## src/rtl/rtype_ctrl.sv

```systemverilog
// rtype_ctrl: four-state sequencer for R-type instructions.
// Accepts one instruction word in IDLE, decodes it into the ALU operation
// select, captures the ALU result and issues the write-back and PC-advance
// pulses. All outputs are registered.
module rtype_ctrl (
    input  logic        clk,
    input  logic        rst,
    input  logic [31:0] instr,
    input  logic        instr_valid,
    output logic        instr_ready,
    input  logic [31:0] alu_c,
    output logic [4:0]  rs_addr,
    output logic [4:0]  rt_addr,
    output logic [4:0]  rd_addr,
    output logic [3:0]  aluop,
    output logic [31:0] wb_data,
    output logic        reg_we,
    output logic        pc_en,
    output logic        illegal,
    output logic [31:0] retire_cnt
);

    typedef enum logic [1:0] {
        IDLE   = 2'd0,
        DECODE = 2'd1,
        EXEC   = 2'd2,
        WB     = 2'd3
    } state_t;

    localparam logic [3:0] OP_ADDU = 4'b0000;
    localparam logic [3:0] OP_SUB  = 4'b0001;
    localparam logic [3:0] OP_ADD  = 4'b0010;
    localparam logic [3:0] OP_AND  = 4'b0011;
    localparam logic [3:0] OP_OR   = 4'b0100;
    localparam logic [3:0] OP_SLT  = 4'b0101;
    localparam logic [3:0] OP_BAD  = 4'b1111;

    state_t      state;
    logic [31:0] instr_q;   // word captured on the accept edge
    logic        legal_q;   // decode verdict, used when entering WB
    logic [3:0]  dec_aluop;
    logic        dec_legal;

    // Decode the latched word: opcode must be zero and funct one of seven.
    always_comb begin
        // NOTE: every always_comb output gets a default first so no path
        // leaves it unassigned and a latch is never inferred.
        dec_aluop = OP_BAD;
        dec_legal = 1'b0;
        if (instr_q[31:26] == 6'b000000) begin
            dec_legal = 1'b1;
            unique case (instr_q[5:0])
                6'h21:   dec_aluop = OP_ADDU;
                6'h23:   dec_aluop = OP_SUB;
                6'h22:   dec_aluop = OP_SUB;
                6'h20:   dec_aluop = OP_ADD;
                6'h24:   dec_aluop = OP_AND;
                6'h25:   dec_aluop = OP_OR;
                6'h2A:   dec_aluop = OP_SLT;
                default: begin
                    dec_aluop = OP_BAD;
                    dec_legal = 1'b0;
                end
            endcase
        end
    end

    // Sequencer state and every registered output; reset wins over all.
    always_ff @(posedge clk) begin
        // NOTE: state is updated with non-blocking assignments so every
        // register samples pre-edge values regardless of statement order.
        if (rst) begin
            state       <= IDLE;
            instr_q     <= '0;
            legal_q     <= 1'b0;
            instr_ready <= 1'b1;
            rs_addr     <= '0;
            rt_addr     <= '0;
            rd_addr     <= '0;
            aluop       <= OP_ADDU;
            wb_data     <= '0;
            reg_we      <= 1'b0;
            pc_en       <= 1'b0;
            illegal     <= 1'b0;
            retire_cnt  <= '0;
        end else begin
            unique case (state)
                IDLE: begin
                    if (instr_valid) begin
                        instr_q     <= instr;
                        instr_ready <= 1'b0;
                        state       <= DECODE;
                    end
                end
                DECODE: begin
                    rs_addr <= instr_q[25:21];
                    rt_addr <= instr_q[20:16];
                    rd_addr <= instr_q[15:11];
                    aluop   <= dec_aluop;
                    legal_q <= dec_legal;
                    state   <= EXEC;
                end
                EXEC: begin
                    // The ALU result is settled by now; the WB pulses are
                    // set up here so they are high exactly for the WB cycle.
                    wb_data    <= alu_c;
                    pc_en      <= 1'b1;
                    reg_we     <= legal_q && (rd_addr != 5'd0);
                    illegal    <= !legal_q;
                    retire_cnt <= retire_cnt + 32'd1;
                    state      <= WB;
                end
                WB: begin
                    pc_en       <= 1'b0;
                    reg_we      <= 1'b0;
                    illegal     <= 1'b0;
                    instr_ready <= 1'b1;
                    state       <= IDLE;
                end
                default: state <= IDLE;
            endcase
        end
    end

endmodule

```

## config.mk

```make
export PLATFORM = sky130hd
export DESIGN_NAME = rtype_ctrl
export DESIGN_NICKNAME = d
export VERILOG_FILES = /design/src/rtl/rtype_ctrl.sv
export SDC_FILE = /design/constraint.sdc
export NUM_CORES = 1
export LEC_CHECK = 0
export BUFFER_PORTS_ARGS = -buffer_cell sky130_fd_sc_hd__buf_4
export CELL_PAD_IN_SITES_DETAIL_PLACEMENT = 0
export CELL_PAD_IN_SITES_GLOBAL_PLACEMENT = 2
export CORE_ASPECT_RATIO = 1.4
export CORE_UTILIZATION = 31
export CTS_CLUSTER_SIZE = 24
export DETAILED_ROUTE_END_ITERATION = 7
export GPL_TIMING_DRIVEN = 0
export PLACE_DENSITY_LB_ADDON = 0.1
export SYNTH_ARGS = -nofsm -noshare
export SYNTH_HDL_FRONTEND = slang
export SYNTH_SLANG_ARGS = --single-unit
```

## constraint.sdc

```tcl
create_clock -name clk -period 3.9 [get_ports clk]
set_input_delay 0.585 -clock clk [delete_from_list [all_inputs] [get_ports clk]]
set_output_delay 0.585 -clock clk [all_outputs]
set_load 0.05 [all_outputs]
```

==> results.txt, run 1 <==
- The flow ran to the end, and the final reports show no timing, DRC or antenna violations.
* Inserted Clock Buffers: 17
* Number of buffers added on ports: about 150
- The initial utilization of the core area, before any placement, comes to a little under a third.
- In this run the clock root is driven by a sky130_fd_sc_hd__clkbuf_16.
- The synthesized netlist contains 37 unique library cells.
* Portion of the clock cycle consumed by the worst path in the final layout: between 60% and 70%
- Antenna diode count: 0
* Via count: 4,119
- Placer congestion estimate: about 0.78
* Top-level I/O count: 154
- The floorplan has 52 rows.
- Switching Fraction: 35.50%
* Max-cap violations: 0
- After synthesis, the share of cell area in mux cells is around 11%.
- The first detailed-routing pass ran for 4 iterations.
* Maximum number of pins on one net before global-route repair: 17
- Main area contributors after synthesis: sky130_fd_sc_hd__dfxtp_1 51%, sky130_fd_sc_hd__mux2i_1 11%, sky130_fd_sc_hd__nor2_1 6.1%
* Required time of the critical path: 4.23 ns
- Clock transition time at the flip-flop clock pins of the worst setup and hold paths: 0.06 ns
- Critical path type: reg -> reg
- Area share of the largest cell type after synthesis: slightly above 50%
- CTS tree: yes
- Syn avg cell area: between 8 and 9 um^2
* Relative contribution of sequential cells to total power: approximately a third
- Ratio of cells with drive above 1 in the final layout: between 20% and 30%
- Part of the Yosys area used for sequential elements: ~51%
- The count of nets left with antenna violations once routing finished came out at 0.
- Total count of max-transition violations in the final report: 0
- Between clock sinks in the finished design, the worst skew comes to 0.005864 ns.
- Data arrives at the worst endpoint at 2.73 ns.
- The worst pin sits at a relative slew slack of about half.
- In the synthesized netlist, the number of instances is 512.
- At the pin with the least slew margin, the transition time is between 0.7 and 0.8 ns.
- The first global-routing pass estimated 19,970 um of wire.
- Clock H-tree levels: 4
- In this run the critical register-to-register path is launched from state[0].
- By area, the combinational part of the netlist is dominated by simple AND/OR/NAND/NOR gates.
- Sum Neg Setup Slack: 0 ns
- Sum of overflow across all layers after global routing: 0
* Width of the chip: 105.0 um
- The filler cells instantiated in the layout total 1,512.
* Average detailed-routed wire length per instance: around 14 um
- After detailed routing, the number of remaining DRC violations is 0.
- The floorplan step defined a die boundary enclosing 15,360 um^2.
* Number of hold-slack violations in the final timing report: 0
- CTS sink count: 117
* Static leakage power: 0.002598 uW
- STA classifies the critical path startpoint as a flop.
- All-layer global routing usage: 16.49%
* Top cells by instance count after synthesis: 117 x sky130_fd_sc_hd__dfxtp_1, 75 x sky130_fd_sc_hd__nor2_1, 69 x sky130_fd_sc_hd__nand2_1, 50 x sky130_fd_sc_hd__mux2i_1, 47 x sky130_fd_sc_hd__a21oi_1
* Yosys warning total: 0
- After synthesis the netlist holds a flip-flop and latch count of 117.
* Number of antenna violations at the first check in global routing: 0
- The clock passes through at most 2 buffers.
* Max frequency: 416.9 MHz
- The die is between 100 and 150 um tall.
- Critical path startpoint: state[0]
- In this run the worst hold path is classified as in -> reg.
* Inst Count DP: 849
- Synthesized-area fraction occupied by and/or/nand/nor cells: 21.68%
- The internal portion of the total power is between 2000 and 3000 uW.
* Crit path time final: 2.399 ns
* Highest net fanout along the worst path: 10
- Net switching power: 1575 uW
- Buffers added to address setup during post-CTS repair amount to 0.
- Area Overhead vs Synth: 42.41%
* Power density of the placed cells: 676.6 nW/um^2
* Total setup violations reported at the end of the flow: 0
- Hold timing on the final database bottoms out at a slack of 0.4109 ns.
- Worst skew pair latency: between 0.4 and 0.5 ns
* Complex-gate fraction of the synthesized area: 9.345%
- Maximum resistive drop on vdd: 315.7 uV
- Via count of the first global-routing pass: 3,984
- The synthesized netlist devotes under 10% of its cell area to adder and majority cells.
* Final cell count without fillers: around 880
* Cell taking the most area after synthesis: sky130_fd_sc_hd__dfxtp_1
* Most frequently used cell type in the post-synthesis netlist: sky130_fd_sc_hd__dfxtp_1
- Nets: around 750
- Synthesized cell area: between 4000 and 5000 um^2
* Power share of the clock group: 35.8%
* Kind of capture point of the worst setup path: flop
- After synthesis, the share of flip-flops with an asynchronous set or reset is 0%.
- The number of hold buffers added after CTS was 0.
- Yosys mapped a number of flops with a built-in enable equal to 0.
- Power share of the combinational group: 30.6%
- In this run the standard cell core region covers 14,510 um^2.
* Synthesized netlist net count: 584
- The final layout contains routed wiring with a total length of ~12,000 um.
* RSZ-0062 raised after global routing: false
* Number of design-rule violations left by the first detailed-router iteration: 99
* Dominant register cell in the synthesized netlist: sky130_fd_sc_hd__dfxtp_1
- Summing the areas of all xor and xnor instances in the mapped netlist gives 2.092% of the synthesized area.
- Hpwl dp: slightly above 9000 um
* Worst Hold Launch: alu_c[8]
- Gates resized during post-CTS repair numbered 0.
- After detailed routing, the number of vias per cell comes to 4.675.
## power by group through the flow
stage / sequential [uW] / combinational [uW] / clock [uW]
final: 1490 / 1360 / 1590
after global routing: 1520 / 1460 / 1680
after CTS: 1490 / 1390 / 1630
after detailed placement: 1520 / 1380 / 0
after global placement: 1510 / 1370 / 0
after floorplan: 1910 / 574 / 0
## worst max-delay path, cell delays in order (launching register included)
cell                       delay (ns)
sky130_fd_sc_hd__dfxtp_1         0.34
sky130_fd_sc_hd__inv_1           0.09
sky130_fd_sc_hd__ha_1            0.14
sky130_fd_sc_hd__buf_2           0.21
sky130_fd_sc_hd__nand3_4         0.14
sky130_fd_sc_hd__or3_1           0.39
sky130_fd_sc_hd__clkbuf_1        0.20
sky130_fd_sc_hd__clkbuf_1        0.29
sky130_fd_sc_hd__or3_1           0.40
sky130_fd_sc_hd__a21oi_1         0.13
## metrics by stage
stage / cell area (um^2) / total power, uW / utilization (%) / setup WS [ns]
5_1_grt: 6559 / 4658 / 45.21 / 1.322
3_5_place_dp: 5953 / 2897 / 41.03 / 1.470
2_1_floorplan: 4606 / 2481 / - / 1.439
3_3_place_gp: 5953 / 2881 / 41.03 / 1.481
4_1_cts: 6559 / 4508 / 45.21 / 1.458
6_report: 6559 / 4438 / 45.21 / 1.501
## area by class of cell
class | instances | area [um^2] | area share (%)
tap | 189 | 236.5 | 3.605
inverter | 8 | 30.03 | 0.4578
clock inverter | 15 | 180.2 | 2.747
buffer | 30 | 122.6 | 1.870
clock buffer | 17 | 425.4 | 6.486
multi-input combinational | 357 | 2111 | 32.18
timing repair buffer | 148 | 1111 | 16.94
sequential | 117 | 2342 | 35.71
## state kept, by name, summed over array words and instances, names as in the netlist
name / count
retire_cnt: 32
wb_data: 32
instr_q: 27
rd_addr: 5
rs_addr: 5
rt_addr: 5
aluop: 4
state: 2
illegal: 1
instr_ready: 1
legal_q: 1
pc_en: 1
reg_we: 1
## cell usage in the layout (no fill, tap or decap), types with 5 or more instances in the layout
| cell | count |
|---|---|
| sky130_fd_sc_hd__nor2_1 | 75 |
| sky130_fd_sc_hd__buf_4 | 148 |
| sky130_fd_sc_hd__clkbuf_1 | 16 |
| sky130_fd_sc_hd__nand2_1 | 69 |
| sky130_fd_sc_hd__nor3_1 | 7 |
| sky130_fd_sc_hd__xnor2_1 | 7 |
| sky130_fd_sc_hd__or4_1 | 14 |
| sky130_fd_sc_hd__o31ai_1 | 10 |
| sky130_fd_sc_hd__o21ai_0 | 10 |
| sky130_fd_sc_hd__clkinvlp_4 | 6 |
| sky130_fd_sc_hd__nand4_1 | 10 |
| sky130_fd_sc_hd__nand3_1 | 8 |
| sky130_fd_sc_hd__mux2i_1 | 50 |
| sky130_fd_sc_hd__buf_1 | 11 |
| sky130_fd_sc_hd__a211oi_1 | 5 |
| sky130_fd_sc_hd__or3_1 | 8 |
| sky130_fd_sc_hd__inv_1 | 8 |
| sky130_fd_sc_hd__a21oi_1 | 47 |
| sky130_fd_sc_hd__ha_1 | 5 |
| sky130_fd_sc_hd__clkbuf_16 | 17 |
| sky130_fd_sc_hd__dfxtp_1 | 117 |
## cell families after synthesis
| kind of cell | after synthesis |
|---|---|
| flops | 117 |
| compound gates | 76 |
| xor+xnor | 11 |
| buf+inv | 38 |
| fa+ha+maj | 5 |
| simple gates | 213 |
| mux | 52 |
## path summary, 6_finish.rpt
path	to	slack, ns	cells past startpoint
hold reg to reg	instr_q[29]	0.45	2
hold / removal	wb_data[8]	0.41	3
setup reg to reg	retire_cnt[23]	1.50	9
setup / recovery	retire_cnt[23]	1.50	9
## metal layers
metal  vias to the layer above  global-route usage (%)  part of all wire, %
met5                         -                       0                    0
met4                         0                   6.127                  1.5
met1                      1909                   18.54                   41
met3                        15                   4.509                  4.5
met2                        94                   29.50                   53
li1                       2101                       -                    -
(Power assumes the default switching activity.)
==> inputs of run 2 (changes only) <==
- CORE_UTILIZATION: 31 -> 29
- clock period: 3.9 -> 2.23 ns (I/O delays scaled with it)
==> results.txt, run 2 (synthesized netlist as in run 1, its figures left out) <==
* Outcome: completed
- Maximum number of pins on one net before global-route repair: 17 (unchanged)
- The power per cell area was 1169 nW/um^2 (+73%).
- Hpwl dp: 9458 um (+2.3%)
* Largest delay share family, worst path: simple AND/OR/NAND/NOR gates
- Detail Route Antenna Nets: 0 (unchanged)
- Core Rows: 54 (+3.8%)
- The overall routing resource usage is 15.66% (-0.84 points).
- Highest-delay cell along the critical path: sky130_fd_sc_hd__or4_4
* Commonest cells after routing, fill and taps aside: 150 x sky130_fd_sc_hd__buf_4, 108 x sky130_fd_sc_hd__dfxtp_1, 75 x sky130_fd_sc_hd__nor2_1
* Maximum resistive drop on vdd: 707.4 uV (+120%)
- The post-route setup TNS was 0 ns (unchanged).
- Leaving out fill and tap cells, the most frequent cell in the layout is sky130_fd_sc_hd__buf_4.
- Nets: 752 (+0.13%)
* Vias/cell: 4.731 (+1.2%)
- The number of DRC markers after the initial detailed-route iteration is 164 (+66%).
- Total setup violations reported at the end of the flow: 0 (unchanged)
- DRC violations left: 0 (unchanged)
* Crit path time final: 2.151 ns (-0.2478 ns)
- Average detailed-routed wire length per instance: 14.39 um (+2.8%)
* CTS tree: yes
- The signal on the critical path passes through ha_1 > nand3_2 > or4_4 > buf_6 > or4_1 > a21oi_1.
* Antenna diode count: 0 (unchanged)
* Worst max-slew margin expressed relative to the limit: 46.82% (-1.3 points)
- The final period utilization was 96.46% (+35 points).
- In the final layout, the registers with the most flip-flops are retire_cnt: 32 flops, wb_data: 32 flops, instr_q: 27 flops.
* Number of buffers added on ports: 148 (unchanged)
- The design area was 6613 um^2 (+0.82%).
- Final-layout worst hold slack: 0.1653 ns (-0.2456 ns)
- Compared with the post-synthesis result, the final layout area differs by 43.58%.
- The number of buffers and inverters on the critical path was 1 (-3).
- Via count: 4,201 (+2.0%)
* Worst-Margin Slew: 0.7977 ns (+0.01995 ns)
- The number of buffers between clock root and the deepest sink is 2 (unchanged).
- Clock transition time at the flip-flop clock pins of the worst setup and hold paths: 0.06 ns (about the same)
- First drt pass iteration count: 4 (unchanged)
* CTS sink count: 117 (unchanged)
* Detailed Route WL: 12,780 um (+3.6%)
* Total count of max-transition violations in the final report: 0 (unchanged)
* RSZ-0062 raised after global routing: true
- Category of the worst setup path launch point: flop
- Ratio of cells with drive above 1 in the final layout: 29.77% (+2.0 points)
- The die height came to 151.1 um (+3.3%).
- Via count of the first global-routing pass: 3,907 (-1.9%)
- The maximum single-stage delay on the critical path came to 0.54 ns (+0.14 ns).
- Critical path type: reg -> reg
- Width of the chip: 108.5 um (+3.3%)
* Worst hold-check path type: in -> reg
- The level count of the clock H-tree is 4 (unchanged).
- Worst clock skew on the final layout: 0.004863 ns (-0.001001 ns)
- The worst setup path is captured at a flop.
- Final cell count without fillers: 888 (+0.79%)
- The initial antenna violation count was 0 (unchanged).
- The endpoint required time on the critical path is 2.56 ns (-1.67 ns).
- Inserted Clock Buffers: 17 (unchanged)
* Crit path arrival time: 2.48 ns (-0.25 ns)
- Initial standard-cell utilization of the core: 29.64% (-2.1 points)
- Placer congestion estimate: 0.7771 (-0.17%)
- The peak fanout along the critical path came to 8 (-2).
- Worst skew pair latency: 0.40 ns (about the same)
- The first-pass GRT wire length is 19,450 um (-2.6%).
* Static leakage power: 0.002621 uW (+0.91%)
* Max frequency: 464.9 MHz (+12%)
* CTS root buf: sky130_fd_sc_hd__clkbuf_16
- The number of ports placed on the die boundary came to 154 (unchanged).
* Max-cap violations: 0 (unchanged)
* Number of hold-slack violations in the final timing report: 0 (unchanged)
* Full die area: 16,400 um^2 (+6.8%)
- # hold bufs at CTS: 0 (unchanged)
- The total instance count after detailed placement was 856 (+0.82%).
- Sum of overflow across all layers after global routing: 0 (unchanged)
* DP Area: 5972 um^2 (+0.32%)
- The core outline area is 15,540 um^2 (+7.1%).
run 2: changes by cell type in the layout (fill, tap and decap cells not counted), sizes merged:
cell      previous run  this run
clkbuf              33        38
clkinvlp             6         3
bufinv               3         2
buf                162       164
inv                 11         8
run 2: cell type report:
| type | count | area, um^2 |
|---|---|---|
| clock inverter | 8 | 97.59 |
| multi-input combinational | 357 | 2133 |
| tap | 196 | 245.2 |
| fill | 1625 | 8927 |
| buffer | 29 | 135.1 |
| timing repair buffer | 150 | 1126 |
| inverter | 8 | 30.03 |
| clock buffer | 23 | 489.2 |
| sequential | 117 | 2356 |
run 2: path summary, 6_finish.rpt:
kind                                     from              to  slack [ns]  cells past startpoint
worst max register to register  retire_cnt[1]  retire_cnt[22]        0.08                      6
worst max-delay path            retire_cnt[1]  retire_cnt[22]        0.08                      6
worst min-delay path                 alu_c[3]      wb_data[3]        0.17                      3
worst min register to register    instr_q[27]     instr_q[27]        0.45                      2
run 2: power breakdown:
group | internal, uW | leakage (uW) | switching, uW
Clock | 1760 | 0.000280 | 935
Combinational | 851 | 0.00139 | 1570
Sequential | 2430 | 0.000955 | 193
run 2: per-stage QoR:
| step | utilization, % | power (uW) | setup WS [ns] |
|---|---|---|---|
| final | 42.55 | 7733 | 0.07890 |
| after global routing | 42.55 | 8142 | -0.0006721 |
| after CTS | 42.35 | 7838 | 0.005011 |
| after detailed placement | 38.43 | 5096 | -0.2389 |
| after global placement | 38.43 | 5053 | -0.1957 |
| after floorplan | - | 4345 | 0.002166 |
run 2: worst register-to-register path: stages, from the launching register on:
cell and delay, ns:
sky130_fd_sc_hd__dfxtp_2 0.37, sky130_fd_sc_hd__ha_1 0.22, sky130_fd_sc_hd__nand3_2 0.16, sky130_fd_sc_hd__or4_4 0.54
sky130_fd_sc_hd__buf_6 0.15, sky130_fd_sc_hd__or4_1 0.50, sky130_fd_sc_hd__a21oi_1 0.14
run 2: timing repair:
item | CTS | global route
resized for setup | 6 | 9
buffers inserted | 1 | 1
setup endpoints to repair | 19 | 10
gates cloned | 0 | 0
run 2: per-layer routing:
| metal | up-vias | routed length, um | global-route usage (%) |
|---|---|---|---|
| met5 | - | 0 | 0 |
| met4 | 0 | 169 | 5.676 |
| met3 | 14 | 723 | 5.077 |
| met2 | 97 | 6829 | 28.20 |
| met1 | 1987 | 5060 | 16.87 |
| li1 | 2103 | - | - |
